**src/rtl/display_sched_pkg.sv**
```systemverilog
// Shared types and constants for the display page scheduler.
package display_sched_pkg;

   typedef enum logic [1:0] {
      ROTATE = 2'd0,
      HOLD   = 2'd1,
      FLASH  = 2'd2,
      HALT   = 2'd3
   } sched_state_e;

   localparam logic [1:0] PAGE_LIVE   = 2'd0;
   localparam logic [1:0] PAGE_TRADE  = 2'd1;
   localparam logic [1:0] PAGE_STATUS = 2'd2;

   localparam logic [7:0] SAT_MAX        = 8'd99;
   localparam logic [7:0] TRADE_PAGE_TAG = 8'd1;

   // One 2-digit slot per display pair
   typedef struct packed {
      logic [7:0] a;
      logic [7:0] b;
      logic [7:0] c;
   } slot_set_t;

   function automatic logic [7:0] sat8(input logic [7:0] v);
      return (v > SAT_MAX) ? SAT_MAX : v;
   endfunction

   // Page rotation order LIVE -> TRADE -> STATUS -> LIVE
   function automatic logic [1:0] next_page(input logic [1:0] p);
      return (p == PAGE_STATUS) ? PAGE_LIVE : 2'(p + 2'd1);
   endfunction

endpackage

```
**src/rtl/display_page_scheduler_tick_counter.sv**
```systemverilog
// Terminal-count counter: counts 0..N-1 while en, wraps at N-1, clr wins over en.
module tick_counter #(
   parameter int unsigned N = 2
) (
   input  logic clk,
   input  logic reset,
   input  logic en,
   input  logic clr,
   output logic tc
);

   localparam int unsigned W = $clog2(N);
   localparam logic [W-1:0] LAST = W'(N - 1);

   logic [W-1:0] cnt_q, cnt_d;

   // tc depends only on en and the count so callers may use it next to clr
   assign tc = en && (cnt_q == LAST);

   always_comb begin
      cnt_d = cnt_q;
      if (clr) begin
         cnt_d = '0;
      end else if (en) begin
         cnt_d = (cnt_q == LAST) ? '0 : W'(cnt_q + W'(1));
      end
   end

   always_ff @(posedge clk) begin
      if (reset) begin
         cnt_q <= '0;
      end else begin
         cnt_q <= cnt_d;
      end
   end

endmodule

```
**src/rtl/display_page_scheduler.sv**
```systemverilog
// Chooses which engine status page drives the three HEX slot pairs.
// Build option MATCH_FLASH_EN: a trade match temporarily forces the TRADE page.
module display_page_scheduler
   import display_sched_pkg::*;
#(
   parameter int unsigned DWELL_CYCLES   = 50_000_000,
   parameter int unsigned REFRESH_CYCLES = 5_000_000,
   parameter int unsigned FLASH_CYCLES   = 100_000_000
) (
   input  logic       clk,
   input  logic       reset,
   input  logic [7:0] buy_price,
   input  logic [7:0] sell_price,
   input  logic [7:0] spread_now,
   input  logic [7:0] last_trade_price,
   input  logic [7:0] trade_count,
   input  logic [1:0] engine_state,
   input  logic [7:0] halt_code,
   input  logic       halt_signal,
   input  logic       match_signal,
   input  logic       btn_next,
   input  logic       btn_hold,
   output logic [7:0] slot_a,
   output logic [7:0] slot_b,
   output logic [7:0] slot_c,
   output logic [1:0] page_sel,
   output logic       slot_update,
   output logic       sat_flag,
   output logic       hold_active
);

   sched_state_e state_q, state_d;
   logic [1:0]   page_q, page_d;
   logic         page_chg_q, page_chg_d;
   logic         btn_next_q, btn_next_d;
   logic         btn_hold_q, btn_hold_d;
   slot_set_t    slots_q, slots_d, raw_c;
   logic         slot_update_q, slot_update_d;
   logic         sat_flag_q, sat_flag_d;
   logic         hold_active_q, hold_active_d;

   logic next_edge_c, hold_edge_c, load_c;
   logic dwell_en_c, dwell_clr, dwell_tc, refresh_tc;

   assign next_edge_c = btn_next & ~btn_next_q;
   assign hold_edge_c = btn_hold & ~btn_hold_q;
   assign dwell_en_c  = (state_q == ROTATE);

   tick_counter #(.N(DWELL_CYCLES)) u_dwell (
      .clk(clk), .reset(reset), .en(dwell_en_c), .clr(dwell_clr), .tc(dwell_tc)
   );

   tick_counter #(.N(REFRESH_CYCLES)) u_refresh (
      .clk(clk), .reset(reset), .en(1'b1), .clr(page_chg_q), .tc(refresh_tc)
   );

`ifdef MATCH_FLASH_EN
   sched_state_e saved_state_q, saved_state_d, ret_state;
   logic [1:0]   saved_page_q, saved_page_d;
   logic         flash_en_c, flash_clr, flash_tc;

   assign flash_en_c = (state_q == FLASH);

   tick_counter #(.N(FLASH_CYCLES)) u_flash (
      .clk(clk), .reset(reset), .en(flash_en_c), .clr(flash_clr), .tc(flash_tc)
   );
`else
   logic unused_match;
   localparam int unsigned unused_flash_cycles = FLASH_CYCLES;
   assign unused_match = match_signal;
`endif

   // Page/state selection: halt > match > btn_next > dwell expiry > btn_hold
   always_comb begin
      state_d    = state_q;
      page_d     = page_q;
      dwell_clr  = 1'b0;
      btn_next_d = btn_next;
      btn_hold_d = btn_hold;
`ifdef MATCH_FLASH_EN
      saved_state_d = saved_state_q;
      saved_page_d  = saved_page_q;
      flash_clr     = 1'b0;
      ret_state     = saved_state_q;
`endif
      if (halt_signal) begin
         state_d   = HALT;
         page_d    = PAGE_STATUS;
         dwell_clr = 1'b1;
`ifdef MATCH_FLASH_EN
         flash_clr = 1'b1;
`endif
      end else begin
         case (state_q)
            HALT: begin
               state_d   = ROTATE;
               page_d    = PAGE_LIVE;
               dwell_clr = 1'b1;
            end
            ROTATE, HOLD: begin
`ifdef MATCH_FLASH_EN
               if (match_signal) begin
                  saved_state_d = state_q;
                  saved_page_d  = page_q;
                  state_d       = FLASH;
                  page_d        = PAGE_TRADE;
                  flash_clr     = 1'b1;
                  dwell_clr     = 1'b1;
               end else
`endif
               begin
                  // btn_next and dwell expiry together advance a single page
                  if (next_edge_c) begin
                     page_d    = next_page(page_q);
                     dwell_clr = 1'b1;
                  end else if (dwell_tc) begin
                     page_d = next_page(page_q);
                  end
                  if (hold_edge_c) begin
                     if (state_q == ROTATE) begin
                        state_d = HOLD;
                     end else begin
                        state_d   = ROTATE;
                        dwell_clr = 1'b1;
                     end
                  end
               end
            end
`ifdef MATCH_FLASH_EN
            FLASH: begin
               if (hold_edge_c) begin
                  ret_state = (saved_state_q == HOLD) ? ROTATE : HOLD;
               end
               saved_state_d = ret_state;
               if (match_signal) begin
                  flash_clr = 1'b1;
               end else if (flash_tc) begin
                  state_d   = ret_state;
                  page_d    = saved_page_q;
                  dwell_clr = 1'b1;
               end
            end
`endif
            default: ;
         endcase
      end

      page_chg_d = (page_d != page_q);
`ifdef MATCH_FLASH_EN
      hold_active_d = (state_d == HOLD) || ((state_d == FLASH) && (saved_state_d == HOLD));
`else
      hold_active_d = (state_d == HOLD);
`endif
   end

   // Slot snapshot with saturation; loads on refresh expiry or right after a page change
   always_comb begin
      raw_c = '0;
      case (page_q)
         PAGE_LIVE: begin
            raw_c.a = buy_price;
            raw_c.b = sell_price;
            raw_c.c = spread_now;
         end
         PAGE_TRADE: begin
            raw_c.a = last_trade_price;
            raw_c.b = trade_count;
            raw_c.c = TRADE_PAGE_TAG;
         end
         PAGE_STATUS: begin
            raw_c.a = halt_code;
            raw_c.b = {6'b0, engine_state};
            raw_c.c = trade_count;
         end
         default: raw_c = '0;
      endcase

      load_c        = page_chg_q | refresh_tc;
      slots_d       = slots_q;
      sat_flag_d    = sat_flag_q;
      slot_update_d = load_c;
      if (load_c) begin
         slots_d.a  = sat8(raw_c.a);
         slots_d.b  = sat8(raw_c.b);
         slots_d.c  = sat8(raw_c.c);
         sat_flag_d = (raw_c.a > SAT_MAX) | (raw_c.b > SAT_MAX) | (raw_c.c > SAT_MAX);
      end
   end

   always_ff @(posedge clk) begin
      if (reset) begin
         state_q       <= ROTATE;
         page_q        <= PAGE_LIVE;
         page_chg_q    <= 1'b0;
         btn_next_q    <= 1'b0;
         btn_hold_q    <= 1'b0;
         slots_q       <= '0;
         slot_update_q <= 1'b0;
         sat_flag_q    <= 1'b0;
         hold_active_q <= 1'b0;
`ifdef MATCH_FLASH_EN
         saved_state_q <= ROTATE;
         saved_page_q  <= PAGE_LIVE;
`endif
      end else begin
         state_q       <= state_d;
         page_q        <= page_d;
         page_chg_q    <= page_chg_d;
         btn_next_q    <= btn_next_d;
         btn_hold_q    <= btn_hold_d;
         slots_q       <= slots_d;
         slot_update_q <= slot_update_d;
         sat_flag_q    <= sat_flag_d;
         hold_active_q <= hold_active_d;
`ifdef MATCH_FLASH_EN
         saved_state_q <= saved_state_d;
         saved_page_q  <= saved_page_d;
`endif
      end
   end

   assign slot_a      = slots_q.a;
   assign slot_b      = slots_q.b;
   assign slot_c      = slots_q.c;
   assign page_sel    = page_q;
   assign slot_update = slot_update_q;
   assign sat_flag    = sat_flag_q;
   assign hold_active = hold_active_q;

endmodule
```
**config.mk**
```make
export PLATFORM = sky130hd
export DESIGN_NAME = display_page_scheduler
export DESIGN_NICKNAME = d
export VERILOG_FILES = /design/src/rtl/display_sched_pkg.sv /design/src/rtl/display_page_scheduler_tick_counter.sv /design/src/rtl/display_page_scheduler.sv
export SDC_FILE = /design/constraint.sdc
export NUM_CORES = 1
export LEC_CHECK = 0
export ABC_AREA = 0
export BUFFER_PORTS_ARGS = -buffer_cell sky130_fd_sc_hd__buf_2
export CORE_MARGIN = 2
export CORE_UTILIZATION = 50
export DETAILED_ROUTE_END_ITERATION = 10
export PLACE_DENSITY = 0.8
export SLEW_MARGIN = 10
export SYNTH_ARGS = -nofsm -noshare
export SYNTH_HDL_FRONTEND = slang
export SYNTH_SLANG_ARGS = --single-unit
```
**constraint.sdc**
```tcl
create_clock -name clk -period 4.7 [get_ports clk]
set_clock_uncertainty 0.2 [all_clocks]
set_input_delay 0.94 -clock clk [delete_from_list [all_inputs] [get_ports clk]]
set_output_delay 0.94 -clock clk [all_outputs]
set_load 0.01 [all_outputs]
```
==> results.sh <==
export IMPL_outcome="finished clean"
export IMPL_worst_ep_required_time_ns=4.71
export IMPL_yosysMostFrequentCell="nor2_1"
export IMPL_min_period_ns=2.71
export IMPL_ys_warn_count=0
export IMPL_fp_dieH_um=94.0
export IMPL_p_comb_share_pct=12.2
export IMPL_max_freq_mhz=369
export IMPL_path_delay_family="simple AND/OR/NAND/NOR gates"
export IMPL_cts_resized=0
export IMPL_grt_max_degree=37
export IMPL_switching_share_pct=25.3
export IMPL_routedWlPerCell_um=13.7
export IMPL_synth_top_area_share_pct=41.0
export IMPL_synthAdderAreaFrac_pct=0.617
export IMPL_cts_sinks=83
export IMPL_place_ws_ns=1.89
export IMPL_wirelength_mm=9.15
export IMPL_clkTransAtPathRegs_ns=0.08
export IMPL_synth_cells=491
export IMPL_power_density_mw_per_mm2=314
export IMPL_core_sq_mm=0.00781
export IMPL_synth_seq_cells=83
export IMPL_path_buf_inv=0
export IMPL_gp_congestion=0.837
export IMPL_ir_drop_mv=0.162
export IMPL_fin_crit_sh_pct=57.6
export IMPL_ys_flop_type="dfxtp_1"
export IMPL_crit_path_end_kind="register"
export IMPL_slew_limit_headroom_pct=44.2
export IMPL_seqPwrFrac_pct=50.6
export IMPL_min_path_type="register to register"
export IMPL_synth_seq_area_share_pct=41.0
export IMPL_power_switching_uw=374
export IMPL_arrival_ns=2.72
export IMPL_vias_per_cell=5.49
export IMPL_place_inst=650
export IMPL_crit_type="register to register"
export IMPL_die_x_um=94.0
export IMPL_hpwl_mm=6.63
export IMPL_final_setup_tns_ns=0
export IMPL_cts_tree="built"
export IMPL_die_area_sq_mm=0.00884
export IMPL_numCtsBuffers=9
export IMPL_crit_chain="ha_1 -> nor3b_2 -> nand3_1 -> nor3_1 -> or2_1 -> nor2_1"
export IMPL_start_kind="register"
export IMPL_vias=3654
export IMPL_ios=85
export IMPL_grt_pass1_vias=3419
export IMPL_synthTopCellsByCount="nor2_1 (89), dfxtp_1 (83), nand2_1 (31), nand3_1 (31), nor3_1 (27)"
export IMPL_antenna_cells=0
export IMPL_grt_pass1_wl_mm=14.9
export IMPL_initial_core_util_pct=51.9
export IMPL_hold_buffers=0
export IMPL_grt_overflow_total=0
export IMPL_finalHoldViolations=0
export IMPL_yosysUniqueCellTypes=52
export IMPL_syn_num_nets=549
export IMPL_num_rows=32
export IMPL_p_leak_nw=1.71
export IMPL_synth_xor_area_share_pct=8.43
export IMPL_port_buffers=83
export IMPL_async_flop_share_pct=0
export IMPL_r2r_slack_ns=1.99
export IMPL_clockBufferDepth=2
export IMPL_clkLatencyLatePin_ns=0.35
export IMPL_slowest_stage="or2_1"
export IMPL_drive_gt1_share_pct=19.0
export IMPL_cap_violations=0
export IMPL_synthMuxAreaShare_pct=5.68
export IMPL_ant_nets=0
export IMPL_drt_iter0_drc=143
export IMPL_slowest_delay_ns=0.53
export IMPL_htreeDepth=3
export IMPL_synth_top_family_by_area="simple AND/OR/NAND/NOR gates"
export IMPL_whs_ns=0.254
export IMPL_grtUsageTotal_pct=21.2
export IMPL_critPathMaxFanout=15
export IMPL_grt_setup_unrepaired="no"
export IMPL_total_power_mw=1.48
export IMPL_synth_compound_area_share_pct=9.85
export IMPL_final_nets=617
export IMPL_syn_avg_cell_area_sq_um=8.25
export IMPL_worst_slew_pin_slew_ns=0.835
export IMPL_synth_area_leaders="dfxtp_1 (41%), nor2_1 (8.2%), mux2i_1 (5.7%), xor2_1 (4.5%), xnor2_1 (3.9%)"
export IMPL_p_clk_share_pct=37.2
export IMPL_antenna_found_initial=0
export IMPL_fin_ws_ns=1.99
export IMPL_post_route_drc_count=0
export IMPL_slew_viol_final=0
export IMPL_cts_root_buf="clkbuf_8"
export IMPL_synth_simple_gate_area_share_pct=30.2
export IMPL_synth_top_area_cell="dfxtp_1"
export IMPL_post_cts_setup_buffers=0
export IMPL_syn_cell_area_sq_mm=0.00405
export IMPL_drt_pass1_iterations=4
export IMPL_power_internal_mw=1.10
export IMPL_fin_cells=666
export IMPL_synth_edf_count=0
export IMPL_setup_viol=0
export IMPL_synthToLayoutAreaGrowth_pct=16.1
==> routing by layer <==
metal	up-vias	wire (um)	share of wire, %	GRT usage (%)
met5	-	0	0	0
met4	0	119	1.3	7.13
met3	9	621	6.8	4.98
met2	120	4480	49	38.3
met1	1676	3930	43	24.3
li1	1849	-	-	-
==> cells by family (layout without fill, tap and decap cells) <==
group                    Yosys count  in the layout
buffers and inverters             39            112
multiplexers                      23             23
AO/OA/AOI/OAI                     61             61
flip-flops                        83             83
AND/OR/NAND/NOR                  244            244
XOR/XNOR                          39             39
adder cells (fa/ha/maj)            2              2
==> cells in the final DEF (no fill, tap or decap), drive strengths merged, types with 3 or more instances in the layout <==
| master | netlist | layout |
|---|---|---|
| o21ai | 8 | 8 |
| mux2i | 23 | 23 |
| a21oi | 23 | 23 |
| nand3 | 31 | 31 |
| xnor2 | 18 | 18 |
| clkbuf | 14 | 12 |
| xor2 | 21 | 21 |
| buf | 16 | 87 |
| a31o | 3 | 3 |
| nor2b | 11 | 11 |
| nor3 | 27 | 27 |
| a2111oi | 3 | 3 |
| inv | 9 | 9 |
| or4 | 7 | 7 |
| nor2 | 89 | 89 |
| and2 | 4 | 4 |
| a311oi | 3 | 3 |
| dfxtp | 83 | 83 |
| nand2 | 31 | 31 |
| nand4 | 7 | 7 |
| or3 | 7 | 7 |
| and4 | 4 | 4 |
| nor4 | 6 | 6 |
| o211ai | 6 | 6 |
| and3 | 5 | 5 |
==> tightest hold or removal path, delay by kind of cell, from the launching register on <==
| family | cells | cell delay (ns) |
|---|---|---|
| AO/OA/AOI/OAI | 1 | 0.05 |
| flip-flops | 1 | 0.31 |
| AND/OR/NAND/NOR | 1 | 0.05 |
==> registers in the layout (all words and copies together) (netlist names) <==
signal,count
btn_hold_q,1
page_chg_q,1
slot_b,8
hold_active,1
slot_a,8
sat_flag,1
state_q,2
slot_update,1
u_dwell.cnt_q,26
u_refresh.cnt_q,23
btn_next_q,1
page_sel,2
slot_c,8
==> metrics by stage <==
| step | cell area, sq um | utilization [%] |
|---|---|---|
| global route | 4700 | 60.3 |
| floorplan | 4050 | - |
| detailed placement | 4490 | 57.6 |
| global placement | 4490 | 57.6 |
| CTS | 4700 | 60.3 |
| finish | 4700 | 60.3 |
==> power by group through the flow <==
| stage | combinational [mW] | sequential, mW | clock, mW |
|---|---|---|---|
| after floorplan | 0.113 | 0.763 | 0 |
| after global placement | 0.176 | 0.761 | 0 |
| after detailed placement | 0.180 | 0.762 | 0 |
| after CTS | 0.181 | 0.746 | 0.559 |
| after global routing | 0.198 | 0.750 | 0.594 |
| final | 0.180 | 0.746 | 0.549 |
==> path summary, 6_finish.rpt <==
path	startpoint	to	cells after the start
setup / recovery	u_dwell.cnt_q[0]$_SDFFE_PP0N_	u_dwell.cnt_q[13]$_SDFFE_PP0N_	6
hold / removal	slot_b[3]$_SDFFE_PP0P_	slot_b[3]$_SDFFE_PP0P_	2
setup reg to reg	u_dwell.cnt_q[0]$_SDFFE_PP0N_	u_dwell.cnt_q[13]$_SDFFE_PP0N_	6
hold reg to reg	slot_b[3]$_SDFFE_PP0P_	slot_b[3]$_SDFFE_PP0P_	2
==> final cells by class <==
cell class / instances / area, sq um
fillers: 703 / 3100
inverters: 9 / 33.8
clock buffers: 12 / 135
flip-flops and latches: 83 / 1660
well taps: 102 / 128
clock inverters: 4 / 75.1
repair buffers: 87 / 445
multi-input cells: 369 / 2230
(Power assumes the default switching activity.)
